## config.mk

```make
export PLATFORM = sky130hd
export DESIGN_NAME = flash_spi_reader
export DESIGN_NICKNAME = d
export VERILOG_FILES = /design/src/rtl/flash_spi_reader.sv
export SDC_FILE = /design/constraint.sdc
export NUM_CORES = 1
export LEC_CHECK = 0
export CELL_PAD_IN_SITES_DETAIL_PLACEMENT = 0
export CELL_PAD_IN_SITES_GLOBAL_PLACEMENT = 1
export CORE_AREA = 2 2 75 77
export CTS_CLUSTER_DIAMETER = 40
export CTS_CLUSTER_SIZE = 8
export DETAILED_ROUTE_END_ITERATION = 10
export DIE_AREA = 0 0 77 79
export PLACE_DENSITY = 0.79
export SYNTH_ARGS = -nofsm -noshare
export SYNTH_HDL_FRONTEND = slang
export SYNTH_SLANG_ARGS = --single-unit
```

## constraint.sdc

```tcl
create_clock -name clk_in -period 3.31 [get_ports clk_in]
set_input_delay 0.662 -clock clk_in [delete_from_list [all_inputs] [get_ports clk_in]]
set_output_delay 0.662 -clock clk_in [all_outputs]
set_load 0.1 [all_outputs]
```

## src/rtl/flash_spi_reader.sv

```systemverilog
// SPI mode-0 master that reads the FPGA configuration flash for the STM32 bus interface.
// Sends an opcode, an optional start address, then streams one byte per continue_read request.
module flash_spi_reader #(
   parameter int          CLK_DIV     = 2,
   parameter logic [7:0]  READ_OPCODE = 8'h03,
   parameter logic [23:0] START_ADDR  = 24'h000000
) (
   input  logic       clk_in,
   input  logic       reset_in,
   input  logic [7:0] cmd_in,
   input  logic       enable,
   input  logic       continue_read,
   output logic [7:0] data_out,
   output logic       busy,
   output logic       flash_cs_n,
   output logic       flash_sck,
   output logic       flash_mosi,
   input  logic       flash_miso
);

   localparam int               DIV_W    = (CLK_DIV > 1) ? $clog2(CLK_DIV) : 1;
   localparam logic [DIV_W-1:0] DIV_LAST = DIV_W'(CLK_DIV - 1);

   typedef enum logic [2:0] {IDLE, CMD, ADDR, XFER, READY} state_t;

   state_t           state;
   logic             enable_q;
   logic [7:0]       opcode;
   logic [22:0]      tx;
   logic [7:0]       rx;
   logic [DIV_W-1:0] div_cnt;
   logic [2:0]       byte_bit;
   logic [4:0]       addr_bit;
   logic             tail;
   logic             div_wrap;

   assign div_wrap = (div_cnt == DIV_LAST);

   // tx holds the bits still to be sent after the one currently on flash_mosi.
   // tail marks the final SCK-low half-period of a received byte before it is published.
   always_ff @(posedge clk_in or posedge reset_in) begin
      if (reset_in) begin
         state      <= IDLE;
         enable_q   <= 1'b0;
         opcode     <= '0;
         tx         <= '0;
         rx         <= '0;
         div_cnt    <= '0;
         byte_bit   <= '0;
         addr_bit   <= '0;
         tail       <= 1'b0;
         data_out   <= 8'hFF;
         busy       <= 1'b0;
         flash_cs_n <= 1'b1;
         flash_sck  <= 1'b0;
         flash_mosi <= 1'b0;
      end else begin
         enable_q <= enable;
         if (!enable) begin
            state      <= IDLE;
            div_cnt    <= '0;
            byte_bit   <= '0;
            addr_bit   <= '0;
            tail       <= 1'b0;
            busy       <= 1'b0;
            flash_cs_n <= 1'b1;
            flash_sck  <= 1'b0;
            flash_mosi <= 1'b0;
         end else begin
            case (state)
               IDLE: begin
                  div_cnt <= '0;
                  if (!enable_q) begin
                     opcode     <= cmd_in;
                     data_out   <= 8'hFF;
                     busy       <= 1'b1;
                     flash_cs_n <= 1'b0;
                     flash_sck  <= 1'b0;
                     flash_mosi <= cmd_in[7];
                     tx         <= {cmd_in[6:0], 16'h0000};
                     byte_bit   <= '0;
                     addr_bit   <= '0;
                     tail       <= 1'b0;
                     state      <= CMD;
                  end
               end
               READY: begin
                  if (continue_read) begin
                     busy       <= 1'b1;
                     flash_mosi <= 1'b0;
                     tx         <= '0;
                     byte_bit   <= '0;
                     tail       <= 1'b0;
                     state      <= XFER;
                  end
               end
               default: begin
                  div_cnt <= div_wrap ? '0 : div_cnt + 1'b1;
                  if (div_wrap) begin
                     if (tail) begin
                        data_out <= rx;
                        busy     <= 1'b0;
                        tail     <= 1'b0;
                        state    <= READY;
                     end else if (!flash_sck) begin
                        flash_sck <= 1'b1;
                        rx        <= {rx[6:0], flash_miso};
                     end else begin
                        flash_sck <= 1'b0;
                        case (state)
                           CMD: begin
                              byte_bit <= byte_bit + 3'd1;
                              if (byte_bit == 3'd7) begin
                                 if (opcode == READ_OPCODE) begin
                                    state      <= ADDR;
                                    addr_bit   <= '0;
                                    flash_mosi <= START_ADDR[23];
                                    tx         <= START_ADDR[22:0];
                                 end else begin
                                    state      <= XFER;
                                    flash_mosi <= 1'b0;
                                    tx         <= '0;
                                 end
                              end else begin
                                 flash_mosi <= tx[22];
                                 tx         <= {tx[21:0], 1'b0};
                              end
                           end
                           ADDR: begin
                              if (addr_bit == 5'd23) begin
                                 addr_bit   <= '0;
                                 byte_bit   <= '0;
                                 state      <= XFER;
                                 flash_mosi <= 1'b0;
                                 tx         <= '0;
                              end else begin
                                 addr_bit   <= addr_bit + 5'd1;
                                 flash_mosi <= tx[22];
                                 tx         <= {tx[21:0], 1'b0};
                              end
                           end
                           default: begin
                              byte_bit   <= byte_bit + 3'd1;
                              flash_mosi <= 1'b0;
                              if (byte_bit == 3'd7) begin
                                 tail <= 1'b1;
                              end
                           end
                        endcase
                     end
                  end
               end
            endcase
         end
      end
   end

endmodule

```

== Word level (Yosys, flattened, before mapping) ==
Cells that the tools add are included.

* $add $sub $neg: 3
* Reductions and logical operators: 20
* Bitwise operators: 5
* Mux-type cells: 77
* Equal/unequal tests: 29

{| class="wikitable"
|+ Operators with widths
! operator !! count
|-
| 2-to-1 mux 23 bit || 7
|-
| one-hot mux 23 bit (2 select lines) || 2
|-
| 2-to-1 mux 3 bit || 16
|-
| 2-to-1 mux 5 bit || 8
|-
| 2-to-1 mux 1 bit || 29
|-
| 2-to-1 mux 8 bit || 3
|-
| one-hot mux 5 bit (2 select lines) || 2
|-
| one-hot mux 3 bit (2 select lines) || 3
|-
| != test 4 x 1 -> 1 bit, second input constant || 4
|-
| one-hot mux 8 bit (2 select lines) || 1
|-
| AND reduction 5 bit || 3
|-
| AND reduction 7 bit || 2
|-
| != test 6 x 4 -> 1 bit, second input constant || 2
|-
| one-hot mux 1 bit (2 select lines) || 6
|-
| != test 3 x 1 -> 1 bit, second input constant || 3
|-
| == test 8 x 2 -> 1 bit, second input constant || 1
|-
| != test 2 bit, second input constant || 4
|-
| != test 4 x 3 -> 1 bit, second input constant || 2
|-
| AND reduction 4 bit || 2
|-
| AND reduction 8 bit || 1
|-
| == test 3 bit, second input constant || 2
|-
| != test 3 bit, second input constant || 2
|-
| != test 6 x 1 -> 1 bit, second input constant || 1
|-
| AND reduction 3 bit || 2
|-
| 19 further kinds || 26
|}

* Word-level logic and storage cells: 148
* Bits in registers: 65
* Output and inout port bits: 12

== Longest topological paths before layout ==
Gate-level depths: netlist (run 1).

* Depth after elaboration: 9
* Mapped depth: 8
* Depth with buffers taken out: 6

== Worst setup path after synthesis (run 1) ==
Ideal clock, no wire load.

* Path kind: reg2reg
* From: register flash_sck
* To: register byte_bit[0]
* Period minus slack after synthesis: 2.097 ns
* Arrival time: 1.969 ns
* Buffers on the path: 0
* Stages on the path, launching flop included: 6
* Data required time: 3.182 ns
* Setup slack: 1.213 ns
* Cells stage by stage: dfrtp_1 > inv_1 > nor2_1 > a21oi_1 > o21ai_2 > mux2_1

* Word-level cells in the longest chain between the ends: 2

{| class="wikitable"
|+ RTL lines
! what !! RTL line !! text
|-
| start: declaration || 16 || <nowiki>output logic flash_sck,</nowiki>
|-
| start signal: assignment || 55 || <nowiki>flash_sck <= 1'b0;</nowiki>
|-
| start signal: assignment || 67 || <nowiki>flash_sck <= 1'b0;</nowiki>
|-
| start signal: assignment || 78 || <nowiki>flash_sck <= 1'b0;</nowiki>
|-
| != test 4 x 1 -> 1 bit (no line) || n/a ||
|-
| AND reduction 6 bit (no line) || n/a ||
|-
| end signal: assignment || 112 || <nowiki>byte_bit <= byte_bit + 3'd1;</nowiki>
|-
| end signal: assignment || 143 || <nowiki>byte_bit <= byte_bit + 3'd1;</nowiki>
|-
| end: declaration || 32 || <nowiki>logic [2:0] byte_bit;</nowiki>
|}

Every way passes these cells.
A chain may end at the register's enable or synchronous reset.

== Worst setup path in the final report (run 1) ==
* From: input port enable
* To: register opcode[6]

* Word-level cells in the longest chain between the ends: 1

{| class="wikitable"
|+ RTL lines
! what !! RTL line !! text
|-
| start: declaration || 11 || <nowiki>input logic enable,</nowiki>
|-
| AND reduction 3 bit (no line) || n/a ||
|-
| end signal: assignment || 74 || <nowiki>opcode <= cmd_in;</nowiki>
|-
| end: declaration || 28 || <nowiki>logic [7:0] opcode;</nowiki>
|}

Every way passes these cells.

==> run_results.csv, run 1 <==
group,metric,value,unit
run,maxCapViolCount,0,
layout,drive_above_1_share,23.0,%
route,routed_wl,4750,um
logic_synthesis,synth_edf_count,0,
place,dpl.cell_count,320,
critical_path,critPathKind,"primary input to flop",
clock_tree,root_buffer,"clkbuf_8",
logic_synthesis,ys_warn_count,0,
timing,finalSetupViolCount,0,
timing,fin_hold_ws,478,ps
logic_synthesis,synth_cells,233,
critical_path,required,3510,ps
floorplan,core_area,0.00534,sq mm
power_and_ir_drop,switchingPower,0.00121,W
global_route,grt_pass1_vias,1734,
floorplan,die_y,79,um
logic_synthesis,synthTopCellsByCount,"dfrtp_1 (40), nand2_1 (29), nor2_1 (22), o21ai_0 (22)",
power_and_ir_drop,p_leak,1.28,nW
critical_path,critPathMaxFanout,9,
logic_synthesis,synth_nets,249,
power_and_ir_drop,pwr-share-comb,47.3,%
critical_path,arrival,2450,ps
hold_path,hold_end,"data_out[7]",
timing,worst_slew_pin_slew,987,ps
place,place_congestion,0.792,
critical_path,reg2reg_slack,1160,ps
route,drt_iter0_markers,70,
clock_tree,cts_sinks,49,
logic_synthesis,syn_area_per_cell,10.4,sq um
critical_path,worstRegToRegCells,4,
timing,relSlewSlack,34.1,%
logic_synthesis,synthArstFlopShare,100,%
route,vias_per_cell,5.31,
timing,max_freq,444,MHz
run_status,status,"complete, no violations",
logic_synthesis,ys_seq_area_share,51.0,%
logic_synthesis,synth.distinct_cells,47,
global_route,overflow,0,
clock_tree,postCtsSetupBuffers,0,
power_and_ir_drop,seqPwrFrac,38.7,%
clock_tree,clk_latency,310,ps
power_and_ir_drop,netSwitchingFraction,46.3,%
layout,fillers,519,
layout,syn_to_final_growth,14.0,%
logic_synthesis,netlist_top_cells_area,"dfrtp_1 (41%), dfstp_2 (9.7%), mux2_4 (4.9%), o21ai_0 (4.5%), nand2_1 (4.5%)",
layout,nets,271,
clock_tree,numCtsBuffers,5,
clock_tree,cts_buffer_depth,2,
critical_path,rr_endpoint,"data_out[1]",
route,vias,1741,
timing,final_max_slew_viol_count,0,
place,io_buffers,24,
hold_path,hold_start,"data_out[7]",
logic_synthesis,synth.most_common_cell,"dfrtp_1",
clock_tree,holdBufCountCts,0,
logic_synthesis,synth_top_area_share,41.2,%
timing,timing_hold_violations_final,0,
route,drc,0,
place,dp_slack,725,ps
floorplan,rows,27,
timing,grt_setup_unrepaired,"false",
logic_synthesis,synthFlopType,"dfrtp_1",
place,detailed_place_hpwl,3400,um
floorplan,die_w,77,um
floorplan,ios,25,
route,first_pass_iters,4,
clock_tree,cts_tree,"built",
hold_path,hold_path.class,"flop to flop",
timing,fin_crit,2250,ps
floorplan,dieArea,0.00608,sq mm
critical_path,worstReg2RegStart,"state[1]",
clock_tree,h-tree-depth,2,
power_and_ir_drop,peakVddDrop,0.471,mV
route,wire_per_inst,14.5,um
global_route,grt_max_degree,50,
global_route,antenna_found_initial,0,
logic_synthesis,netlist_area,0.00243,sq mm
clock_tree,ctsResizeCount,0,
critical_path,crit_path_start_kind,"primary input",
timing,finClkSkew,6.61,ps
layout,diodes,0,
layout,final_cells,328,
global_route,grt_pass1_wl,8400,um
timing,fin_crit_sh,68.0,%
logic_synthesis,synth_largest_area_cell,"dfrtp_1",
power_and_ir_drop,internal_power,0.00140,W
hold_path,hold_path_depth,2,
power_and_ir_drop,p_clk_share,14.0,%
global_route,track_usage,17.5,%
floorplan,start_util,45.5,%
timing,fin_ws,1060,ps
power_and_ir_drop,cellPowerDensity,943,mW/mm^2
logic_synthesis,ys_ff_latch,49,
timing,tns,0,ps
route,ant_nets,0,
critical_path,end_kind,"flop",
clock_tree,path_clk_slew,90,ps
stage by stage:
| stage | util (%) | total power [W] | cell area, sq um |
|---|---|---|---|
| after floorplan | - | 0.00205 | 2430 |
| after global placement | 50.1 | 0.00224 | 2670 |
| after detailed placement | 50.1 | 0.00227 | 2670 |
| after CTS | 51.9 | 0.00264 | 2770 |
| after global routing | 51.9 | 0.00279 | 2770 |
| final | 51.9 | 0.00261 | 2770 |
worst max-delay path: stages:
cell	delay [ps]
clkdlybuf4s50_1	470
inv_1	140
or4_1	780
mux2_4	380
routing by layer:
| metal | part of all wire, % | GRT usage [%] | up-vias |
|---|---|---|---|
| li1 | - | - | 866 |
| met1 | 50 | 24.6 | 843 |
| met2 | 45 | 27.3 | 26 |
| met3 | 2.9 | 3.86 | 6 |
| met4 | 1.3 | 5.36 | 0 |
| met5 | 0 | 0 | - |
state kept, by name (all words and copies together), names as in the netlist, 3 cells and up:
name      count
rx            8
opcode        8
data_out      8
addr_bit      5
byte_bit      3
tx            7
state         3
area by class of cell:
| type | instances | area, sq um | share of cell area (%) |
|---|---|---|---|
| flip-flops and latches | 49 | 1240 | 44.7 |
| clock buffers | 5 | 68.8 | 2.49 |
| clock inverters | 3 | 25.0 | 0.904 |
| well taps | 72 | 90.1 | 3.25 |
| inverters | 9 | 33.8 | 1.22 |
| multi-input cells | 164 | 1090 | 39.3 |
| repair buffers | 26 | 225 | 8.14 |
power by group through the flow:
stage,combinational [W],sequential [W],clock (W)
2_1_floorplan,0.000634,0.00141,0
3_3_place_gp,0.00123,0.00101,0
3_5_place_dp,0.00125,0.00102,0
4_1_cts,0.00125,0.00101,0.000382
5_1_grt,0.00134,0.00105,0.000405
6_report,0.00124,0.00101,0.000366
cells by family after synthesis:
family / after synthesis / synth area share, %
flops: 49 / 51.0
mux: 22 / 11.2
fa+ha+maj: 3 / 1.55
simple gates: 81 / 15.7
compound gates: 57 / 16.0
xor+xnor: 1 / 0.361
buf+inv: 20 / 4.23
how the worst max path moves through the flow:
| stage | from | endpoint | cells past startpoint |
|---|---|---|---|
| after floorplan | flash_sck | byte_bit[0] | 5 |
| after global placement | enable | opcode[2] | 4 |
| after detailed placement | enable | opcode[2] | 4 |
| after CTS | enable | opcode[2] | 4 |
| after global routing | state[1] | data_out[7] | 4 |
| final | enable | opcode[6] | 4 |
layout by cell type, fill, tap and decap left out, types with 3 or more instances in the layout:
master / synthesis / final
a211oi_1: 3 / 3
nor2_1: 22 / 22
nand2_1: 29 / 29
a21oi_1: 7 / 7
inv_1: 9 / 8
buf_4: 2 / 14
nand3_1: 7 / 7
dfrtp_1: 40 / 40
nor4_1: 3 / 3
mux2_2: 9 / 9
o31ai_1: 4 / 4
a22oi_1: 6 / 6
ha_1: 3 / 3
o21ai_0: 22 / 22
mux2_4: 8 / 8
nand4b_1: 3 / 3
mux2i_1: 4 / 4
clkdlybuf4s50_1: 0 / 12
dfstp_2: 9 / 9
nand2b_1: 4 / 4
clkbuf_8: 0 / 5
(Power assumes the default switching activity.)
==> run 2, diff against run 1 <==
CORE_AREA = 2 2 78 80   (was 2 2 75 77)
DIE_AREA = 0 0 80 82   (was 0 0 77 79)
PLACE_DENSITY = 0.73   (was 0.79)
clock period = 2.1 ns   (was 3.31 ns; I/O delays follow)
==> run_results.csv, run 2 (synthesis results as in run 1) <==
group,metric,value,unit
run_status,status,"complete, no violations",
power_and_ir_drop,finalPower,0.00448,W
place,place_congestion,0.767,
place,dp_slack,-42.0,ps
clock_tree,numCtsBuffers,5,
floorplan,dieArea,0.00656,sq mm
floorplan,ios,25,
route,first_pass_iters,5,
timing,grt_setup_unrepaired,"false",
critical_path,worstRegToRegCells,6,
critical_path,rr_endpoint,"state[1]",
power_and_ir_drop,peakVddDrop,0.989,mV
clock_tree,path_clk_slew,100,ps
layout,syn_to_final_growth,24.2,%
critical_path,critical_path.cell_chain,"clkdlybuf4s50_1, inv_1, or4_1, buf_4, mux2_4",
timing,finalSetupViolCount,0,
critical_path,cp-endpoint,"opcode[4]",
global_route,grt_pass1_vias,1757,
route,drt_iter0_markers,94,
critical_path,path_depth,5,
layout,nets,292,
timing,final_max_slew_viol_count,0,
clock_tree,cts_buffer_depth,2,
place,detailed_place_hpwl,3850,um
critical_path,slowest_stage,"clkdlybuf4s50_1",
floorplan,rows,28,
timing,relSlewSlack,65.0,%
power_and_ir_drop,p_leak,1.42,nW
global_route,overflow,0,
timing,finClkSkew,8.42,ps
timing,worst_slew_pin_slew,525,ps
layout,reg_top3,"data_out x8, opcode x8, rx x8",
route,wire_per_inst,14.6,um
clock_tree,root_buffer,"clkbuf_8",
floorplan,die_y,82,um
floorplan,core_area,0.00575,sq mm
route,ant_nets,0,
power_and_ir_drop,cellPowerDensity,1490,mW/mm^2
floorplan,die_w,80,um
clock_tree,cts_tree,"built",
critical_path,startpoint,"enable",
run,maxCapViolCount,0,
route,vias_per_cell,5.14,
clock_tree,cts_sinks,49,
route,drc,0,
clock_tree,postCtsSetupBuffers,0,
critical_path,worstReg2RegStart,"byte_bit[0]",
global_route,grt_max_degree,24,
critical_path,critPathMaxStageDelay,510,ps
critical_path,crit_family,"buffers and inverters",
place,io_buffers,24,
hold_path,hold_path.class,"primary input to async pin",
clock_tree,clk_latency,300,ps
timing,timing_hold_violations_final,0,
layout,layout_common_cells,"dfrtp_1 (40), buf_4 (30), nand2_1 (29)",
timing,max_freq,549,MHz
layout,layout_commonest_cell,"dfrtp_1",
critical_path,critPathKind,"primary input to flop",
critical_path,path_buf_inv,3,
layout,drive_above_1_share,29.2,%
route,vias,1808,
layout,final_cells,352,
timing,fin_crit,1820,ps
critical_path,required,2300,ps
global_route,antenna_found_initial,0,
global_route,track_usage,17.2,%
place,dpl.cell_count,344,
critical_path,end_kind,"flop",
route,routed_wl,5130,um
critical_path,reg2reg_slack,290,ps
critical_path,arrival,2020,ps
global_route,grt_pass1_wl,8690,um
layout,fillers,552,
critical_path,crit_path_start_kind,"primary input",
timing,fin_ws,278,ps
clock_tree,h-tree-depth,2,
floorplan,start_util,42.2,%
timing,fin_crit_sh,86.7,%
critical_path,critPathMaxFanout,9,
layout,diodes,0,
[run 2: stage by stage]
| step | hold slack, ps | area [sq um] | setup TNS (ps) | utilization [%] |
|---|---|---|---|---|
| floorplan | 449 | 2430 | 0 | - |
| global placement | 460 | 2900 | -185 | 50.4 |
| detailed placement | 468 | 2900 | -396 | 50.4 |
| CTS | 476 | 3010 | 0 | 52.4 |
| global route | 499 | 3010 | 0 | 52.5 |
| finish | 471 | 3010 | 0 | 52.5 |
[run 2: layer usage]
metal | vias to the layer above | track usage [%] | wire length [um]
li1 | 907 | - | -
met1 | 861 | 23.5 | 2470
met2 | 32 | 27.5 | 2410
met3 | 8 | 3.41 | 169
met4 | 0 | 5.59 | 80
met5 | - | 0 | 0
[run 2: report_power, final]
| group | total (W) | leakage (nW) | switching [W] | internal, W |
|---|---|---|---|---|
| sequential | 0.00158 | 0.615 | 0.000248 | 0.00133 |
| combinational | 0.00221 | 0.746 | 0.00137 | 0.000848 |
| clock | 0.000693 | 0.0585 | 0.000336 | 0.000357 |
[run 2: layout make-up]
class                      count  area [sq um]  area share (%)
sequential                    49          1240            41.1
multi-input combinational    164          1090            36.2
timing repair buffer          47           445            14.8
tap                           75          93.8            3.11
clock buffer                   5          68.8            2.28
clock inverter                 3          43.8            1.45
inverter                       9          33.8            1.12
[run 2: what timing repair did]
| item | CTS | global route |
|---|---|---|
| hold buffers | 0 | 0 |
| endpoints found under the setup margin | 0 | 4 |
| resized for setup | 0 | 1 |
[run 2: worst min path at each step]
stage	start	endpoint	slack, ps	cells past startpoint
floorplan	opcode[0]	opcode[0]	450	1
global placement	opcode[0]	opcode[0]	460	1
detailed placement	tx[16]	tx[16]	470	1
CTS	reset_in	enable_q	480	2
global route	reset_in	enable_q	500	2
finish	reset_in	state[1]	470	2
==> run 3, diff against run 2 <==
CORE_AREA = 2 2 81 83   (was 2 2 78 80)
DIE_AREA = 0 0 83 85   (was 0 0 80 82)
PLACE_DENSITY = 0.71   (was 0.73)
clock period = 1.5 ns   (was 2.1 ns; I/O delays follow)
==> run_results.csv, run 3 (synthesis results as in run 1) <==
group,metric,value,unit
critical_path,arrival,1860,ps
power_and_ir_drop,cellPowerDensity,2060,mW/mm^2
clock_tree,clk_latency,300,ps
layout,diodes,0,
power_and_ir_drop,netSwitchingFraction,42.3,%
route,vias_per_cell,5.06,
timing,max_freq,598,MHz
critical_path,crit_path_start_kind,"flop",
layout,reg_top3,"data_out x8, opcode x8, rx x8",
place,place_congestion,0.772,
timing,grt_setup_unrepaired,"true",
floorplan,dieArea,0.00706,sq mm
global_route,overflow,0,
layout,seq_area,0.00124,sq mm
timing,fin_crit,1670,ps
power_and_ir_drop,peakVddDrop,1.53,mV
timing,fin_hold_ws,348,ps
critical_path,critPathMaxStageDelay,400,ps
place,dpl.cell_count,376,
clock_tree,h-tree-depth,2,
power_and_ir_drop,switchingPower,0.00330,W
route,wire_per_inst,14.2,um
timing,finalSetupViolCount,44,
critical_path,worstReg2RegStart,"state[0]",
critical_path,critPathMaxFanout,5,
layout,fillers,502,
power_and_ir_drop,seqPwrFrac,29.4,%
clock_tree,cts_sinks,49,
timing,finClkSkew,7.07,ps
route,drt_iter0_markers,70,
timing,worst_slew_pin_slew,292,ps
critical_path,rr_endpoint,"state[1]",
run_status,status,"complete, but fails checks",
run,maxCapViolCount,0,
critical_path,path_buf_inv,1,
timing,timing_hold_violations_final,0,
floorplan,core_area,0.00620,sq mm
place,io_buffers,24,
place,dp_slack,-534,ps
layout,final_cells,392,
power_and_ir_drop,p_clk_share,10.3,%
run_status,violations,"negative setup slack",
route,ant_nets,0,
floorplan,rows,29,
global_route,track_usage,16.3,%
critical_path,end_kind,"flop",
critical_path,crit_family,"flip-flops",
timing,fin_crit_sh,111,%
route,vias,1983,
place,detailed_place_hpwl,3990,um
clock_tree,root_buffer,"clkbuf_8",
floorplan,die_y,85,um
clock_tree,cts_tree,"built",
route,routed_wl,5580,um
layout,nets,330,
floorplan,die_w,83,um
critical_path,slowest_stage,"dfrtp_1",
layout,drive_above_1_share,53.7,%
hold_path,hold_path.class,"primary input to async pin",
timing,final_max_slew_viol_count,0,
global_route,grt_pass1_vias,1962,
power_and_ir_drop,p_leak,1.70,nW
critical_path,worstRegToRegCells,5,
critical_path,critical_path.cell_chain,"or2_4, buf_6, o211a_1, o32ai_4, mux2_4",
power_and_ir_drop,pwr-share-comb,60.3,%
timing,relSlewSlack,80.5,%
timing,fin_ws,-172,ps
global_route,grt_pass1_wl,9390,um
layout,syn_to_final_growth,56.0,%
clock_tree,path_clk_slew,90,ps
power_and_ir_drop,finalPower,0.00779,W
layout,layout_commonest_cell,"buf_4",
global_route,antenna_found_initial,0,
layout,layout_common_cells,"buf_4 (42), dfrtp_1 (38), nand2_1 (25)",
critical_path,required,1690,ps
route,first_pass_iters,4,
route,drc,0,
clock_tree,cts_buffer_depth,2,
layout,final_util,61.0,%
critical_path,reg2reg_slack,-170,ps
layout,multi_input_area,0.00139,sq mm
floorplan,ios,25,
floorplan,start_util,39.1,%
critical_path,critPathKind,"flop to flop",
power_and_ir_drop,internal_power,0.00449,W
clock_tree,numCtsBuffers,5,
global_route,grt_max_degree,50,
-- run 3: worst max path at each step --
stage / startpoint / slack [ps] / end / depth (start not counted)
after floorplan: flash_sck / -240 / state[1] / 5
after global placement: enable / -520 / opcode[3] / 5
after detailed placement: enable / -530 / addr_bit[3] / 8
after CTS: byte_bit[0] / -160 / state[1] / 6
after global routing: state[1] / -210 / state[2] / 7
final: state[0] / -170 / state[1] / 5
-- run 3: worst min-delay path, cell delays in order --
cell and delay, ps:
clkdlybuf4s50_1 410, inv_2 70, buf_12 250
-- run 3: final cells by class --
cell class / instances / area share (%)
Clock inverter: 3 / 0.661
Timing Repair Buffer: 85 / 24.6
Sequential cell: 49 / 32.8
Tap cell: 77 / 2.54
Inverter: 9 / 0.892
Clock buffer: 5 / 1.82
Multi-Input combinational cell: 164 / 36.7
-- run 3: timing repair --
item,4_1_cts,5_1_grt
pin swaps,17,16
setup buffers,5,4
gates resized for setup,56,31
hold buffers,0,0
endpoints found under the setup margin,44,44
-- run 3: stage by stage --
step / area, sq um / TNS, ps
after floorplan: 2520 / -2870
after global placement: 3320 / -13340
after detailed placement: 3320 / -14140
after CTS: 3640 / -3230
after global routing: 3790 / -6570
final: 3790 / -3710
-- run 3: power groups by stage --
stage                     Clock [W]  Sequential, W  Combinational, W
after floorplan                   0        0.00314           0.00160
after global placement            0        0.00224           0.00391
after detailed placement          0        0.00225           0.00395
after CTS                  0.000841        0.00225           0.00432
after global routing       0.000897        0.00235           0.00498
final                      0.000801        0.00229           0.00470
-- run 3: layer usage --
| metal | wire [um] | up-vias | GRT usage [%] |
|---|---|---|---|
| met4 | 64 | 0 | 5.07 |
| met5 | 0 | - | 0 |
| met1 | 2560 | 973 | 20.9 |
| met2 | 2840 | 19 | 28.4 |
| li1 | - | 984 | - |
| met3 | 109 | 7 | 2.72 |
==> patch 1: new RTL, settings of run 2 <==
`CLK_DIV`: 2 -> 8.
--- a/src/rtl/flash_spi_reader.sv
+++ b/src/rtl/flash_spi_reader.sv
@@ -3,3 +3,3 @@
 module flash_spi_reader #(
-   parameter int          CLK_DIV     = 2,
+   parameter int          CLK_DIV     = 8,
    parameter logic [7:0]  READ_OPCODE = 8'h03,
Check against the original RTL: not equivalent (a bounded check fails within 4 cycles, from zero or initial values and one cycle with reset_in high).
==> patch 1 against run 2 <==
Worst setup slack worse by 150 ps. Power is 21% lower. Area after synthesis is 4.5% higher. Design area rose by 5.7%. Count of clock-buffer cells in the layout up 1. Via count down 0.66%. Wire length down 4.7%. Sequential cell count up 2. Final cell count decreased by 1.4%. Non-clock buffer count down 3. Hold slack worse by 13 ps. Die area unchanged. Clock power increased by 5.9%. Register-to-register slack lost 160 ps. Critical path type is now register to register. Largest cell class unchanged. Highest routed layer unchanged.
==> patch 1: results (changes against run 2) <==
Synthesis
  – Count of cell types in the netlist: 52 (was 47)
  – Sequential share of the synthesized area: 50.7% (was 51.0%)
  – Largest cells by area after synthesis: dfrtp_1, mux2_2, dfstp_2 (was dfrtp_1, dfstp_2, mux2_4)
  – Synth cell count leaders: dfrtp_1, nand2_1, mux2_2, o21ai_0, nor2_1 (was dfrtp_1, nand2_1, nor2_1, o21ai_0)
  – Syn_nets: 247 (was 249)

Setup path
  – FF-to-FF path depth: 7 (was 6)
  – R2r setup slk: 130 ps (was 290 ps)
  – FF-to-FF End: addr_bit[3] (was state[1])
  – Crit path DAT: 2170 ps (was 2020 ps)
  – Reg-to-Reg Start: div_cnt[0] (was byte_bit[0])

Cells and area
  – Final net count: 289 (was 292)
  – Fillers: 522 (was 552)
  – Layout cells sized above 1: 33.5% (was 29.2%)
  – Largest registers: data_out x8, opcode x8, rx x8 (unchanged)

Placed design
  – Port-buffer cells: 24 (unchanged)
  – Pre-CTS WS: 44.4 ps (was -42.0 ps)
  – RePlAce Congestion: 0.825 (was 0.767)
  – Dpl hpwl: 3530 um (was 3850 um)

Min path
  – Worst min path class: input port to async pin (unchanged)

Power
  – Lkg Pwr: 1.40 nW (was 1.42 nW)
  – Psw: 1.35 mW (was 1.95 mW)
  – Worst vdd ir: 0.676 mV (was 0.989 mV)

Drt
  – Detailed Route WL: 4890 um (was 5130 um)
  – Pre-antenna DRT Iters: 4 (was 5)
  – First-iteration detailed-routing DRC count: 88 (was 94)
  – Vias: 1,796 (was 1,808)

Global routing
  – GRT Util Overall: 16.7% (was 17.2%)
  – Largest net degree at the start of global routing: 52 (was 24)
  – First-pass GRT wire length: 8560 um (was 8690 um)

Timing
  – Max-slew headroom: 73.8% (was 65.0%)
  – Worst Clk Skew: 8.31 ps (was 8.42 ps)

Clock network
  – Clk slew on worst S/H paths: 100 ps (about the same)

Run status
  – Status: finished, final reports clean (unchanged)
[patch 1: cell count changes in the layout (fill, tap and decap cells not counted), sizes merged, moves of 4 or more]
cell and change:
nor2 -7, a31oi +4, o21ai -5, mux2 +4
o31ai -4, a21oi -5, nor2b +5
[patch 1: worst max path at each step]
stage	slack, ps	cells past startpoint	from	endpoint
after CTS	30	5	div_cnt[0]	rx[6]
after detailed placement	40	5	div_cnt[0]	rx[6]
final	130	7	div_cnt[0]	addr_bit[3]
after floorplan	210	6	flash_sck	tx[17]
after global placement	90	5	enable	state[0]
after global routing	8	7	div_cnt[0]	addr_bit[2]
[patch 1: power by group through the flow]
stage | clock, mW | sequential, mW | combinational (mW)
finish | 0.734 | 1.42 | 1.39
global route | 0.798 | 1.45 | 1.49
CTS | 0.746 | 1.42 | 1.40
detailed placement | 0 | 1.44 | 1.40
global placement | 0 | 1.44 | 1.39
floorplan | 0 | 1.90 | 0.443
[patch 1: layout make-up]
type,count,share of cell area (%)
inverters,7,0.825
multi-input cells,162,36.7
clock buffers,6,2.59
repair buffers,44,15.2
clock inverters,2,1.22
flip-flops and latches,51,40.5
well taps,75,2.95
[patch 1: logic make-up (layout without fill, tap and decap cells)]
logic type / after synthesis / count (layout) / share of synthesized area, %
buf+inv: 16 / 59 / 3.45
xor+xnor: 1 / 1 / 0.345
mux: 23 / 23 / 10.2
compound gates: 50 / 50 / 14.8
flops: 51 / 51 / 50.7
simple gates: 83 / 83 / 18.0
fa+ha+maj: 5 / 5 / 2.47
[patch 1: metal layers]
layer	wire length, um	global-route usage, %	share of wire (%)	vias up
li1	-	-	-	902
met2	2340	27.8	48	23
met1	2350	22.7	48	865
met5	0	0	0	-
met3	152	3.52	3.1	6
met4	48	3.56	0.98	0
[patch 1: through the flow]
step	instance area, um2	hold WS, ps	std cells
floorplan	2540	450	229
global placement	3050	466	338
detailed placement	3050	474	338
CTS	3170	484	346
global route	3190	513	347
finish	3190	458	347
[patch 1: critical path: stages, from the launching register on]
cell      delay (ps)
dfrtp_1          390
ha_1             170
ha_2             240
and2b_1          190
o211ai_1         310
nand4_4          210
o21ai_0          250
o41ai_2          100
[patch 1: repair_timing]
action,4_1_cts,5_1_grt
resized for setup,0,2
setup endpoints to repair,0,10
setup buffers,0,1
==> patch 2: new RTL, settings of run 2 <==
Without the edit above. The 5 states of `state_t` get a one-hot encoding in 5 bits.
--- a/src/rtl/flash_spi_reader.sv
+++ b/src/rtl/flash_spi_reader.sv
@@ -23,3 +23,3 @@
 
-   typedef enum logic [2:0] {IDLE, CMD, ADDR, XFER, READY} state_t;
+   typedef enum logic [4:0] {IDLE = 5'b00001, CMD = 5'b00010, ADDR = 5'b00100, XFER = 5'b01000, READY = 5'b10000} state_t;
 
Function: no difference found for any inputs over 10 cycles, from zero or initial values and one cycle with reset_in high; not proved beyond that.
==> patch 2 against run 2 <==
Hold slack worse by 5.7 ps. Design area up 13%. Synthesized cell count up 9.0%. Sequential cell count up 2. Power up 10%. Wire length up 9.2%. Area after synthesis up 12%. Final cell count up 8.0%. Clock power down 15%. Worst setup slack worse by 170 ps. Sequential share of layout area down 3.2 points.
==> patch 2: results (changes against run 2) <==
Run status
  – Status: finished, final reports clean (unchanged)

Synthesis
  – Syn_nets: 270 (was 249)
  – Largest cells by area after synthesis: dfrtp_1, dfstp_2, mux2_4 (unchanged)
  – Synth cell count leaders: dfrtp_1, nand2_1, nor2_1, a21oi_1, mux2_4 (was dfrtp_1, nand2_1, nor2_1, o21ai_0)
  – Ys async rst share: 100% (unchanged)
  – Top FF cell, synth: dfrtp_1 (unchanged)
  – Sequential share of the synthesized area: 47.2% (was 51.0%)
  – Cells after Synth: 254 (was 233)
  – Count of cell types in the netlist: 59 (was 47)

Cells and area
  – Diodes inserted: 0 (unchanged)
  – Layout clock area frac: 2.79% (was 3.74%)
  – Finished Layout Cells: 380 (was 352)
  – Clkbuf count: 7 (was 5)
  – Register Area: 1290 um2 (was 1240 um2)
  – Final net count: 320 (was 292)
  – Number of sequential cells: 51 (was 49)
  – Multi-input logic area: 1330 um2 (was 1090 um2)
  – Layout cells sized above 1: 33.1% (was 29.2%)
  – Non-clock buffer share: 16.2% (was 14.8%)
  – Comb_multi_in: 182 (was 164)
  – Layout area overhead: 24.8% (was 24.2%)
  – Logic inverters: 11 (was 9)
  – Fillers: 515 (was 552)
  – Buffers, non-clock: 53 (was 47)

Timing
  – Slew at the pin closest to its max-slew limit: 382 ps (was 525 ps)
  – Worst Clk Skew: 14.0 ps (was 8.42 ps)

Clock network
  – CTS buffer count: 5 (unchanged)
  – Max clock buf depth: 2 (unchanged)
  – Clk slew on worst S/H paths: 100 ps (about the same)
  – CTS H-Tree Depth: 2 (unchanged)
  – CTS root buffer: clkbuf_8 (unchanged)
  – Clock insertion delay at the later pin of the skew report: 300 ps (about the same)
  – # Post-CTS Setup Buffers: 0 (unchanged)

Drt
  – Routed vias/inst: 5.30 (was 5.14)
  – Pre-antenna DRT Iters: 4 (was 5)
  – First-iteration detailed-routing DRC count: 102 (was 94)
  – Post-DR wirelength/cell: 14.7 um (was 14.6 um)

Global routing
  – Vias in the first global route: 1,987 (was 1,757)
  – Antenna violations before repair: 0 (unchanged)
  – Largest net degree at the start of global routing: 52 (was 24)
  – First-pass GRT wire length: 9380 um (was 8690 um)
  – GRT Util Overall: 18.6% (was 17.2%)

Power
  – Worst vdd ir: 0.925 mV (was 0.989 mV)
  – Lkg Pwr: 1.52 nW (was 1.42 nW)
  – Clk pwr: 0.589 mW (was 0.693 mW)
  – Pwr dens: 1450 nW/um2 (was 1490 nW/um2)
  – Psw: 2.13 mW (was 1.95 mW)
  – Combinational Power Share: 53.7% (was 49.4%)

Placed design
  – Dpl cell area: 3300 um2 (was 2900 um2)
  – Dpl hpwl: 4340 um (was 3850 um)
  – RePlAce Congestion: 0.823 (was 0.767)
  – # placed instances: 372 (was 344)

Setup path
  – R2r setup slk: 110 ps (was 290 ps)
  – Crit path DAT: 2170 ps (was 2020 ps)
  – Reg-to-Reg Start: state[0] (was byte_bit[0])
  – Worst-path fanout max: 9 (unchanged)
  – FF-to-FF End: flash_mosi (was state[1])

Min path
  – Worst min path class: input port to async pin (unchanged)
patch 2: layer usage:
metal	global-route usage (%)	part of all wire, %
met1	24.1	48
met4	4.58	0.82
met3	3.85	2.6
met2	32.0	49
met5	0	0
patch 2: how the worst max path moves through the flow:
stage               cells after the start          end  slack [ps]  startpoint
floorplan                               4     state[2]          10   flash_sck
global placement                        6  addr_bit[4]         -60      enable
detailed placement                      6  addr_bit[4]         -80      enable
CTS                                     6   flash_mosi          50    state[0]
global route                            6   flash_mosi          20    state[0]
finish                                  6   flash_mosi         110    state[0]
patch 2: what timing repair did:
| item | in CTS | in global routing |
|---|---|---|
| endpoints found under the hold margin | 0 | 0 |
| setup endpoints to repair | 0 | 2 |
| gates resized for setup | 0 | 1 |
patch 2: cells by family (layout without fill, tap and decap cells):
logic type	count (synthesis)	count (layout)	share of synthesized area (%)
muxes	23	23	11.1
buffers and inverters	21	72	4.13
and+or+nand+nor	93	93	18.9
xor gates and xnor gates	2	2	0.918
adders and majority gates	3	3	1.38
AOI/OAI and AO/OA	61	61	16.4
DFF	51	51	47.2
patch 2: per-stage QoR:
| step | setup TNS, ps | utilization [%] | total power [mW] | setup WS [ps] | hold WS [ps] |
|---|---|---|---|---|---|
| 2_1_floorplan | 0 | - | 3.49 | 11.9 | 451 |
| 3_3_place_gp | -204 | 57.5 | 4.34 | -59.3 | 473 |
| 3_5_place_dp | -302 | 57.5 | 4.38 | -75.7 | 476 |
| 4_1_cts | 0 | 59.1 | 4.98 | 53.3 | 470 |
| 5_1_grt | 0 | 59.3 | 5.26 | 21.7 | 514 |
| 6_report | 0 | 59.3 | 4.93 | 113 | 465 |
patch 2: critical path, stage by stage, from the launching register on:
cell,delay (ps)
dfstp_2,620
nor4bb_2,350
and2_1,250
o31ai_4,100
buf_4,150
o21ai_1,80
mux2_1,330
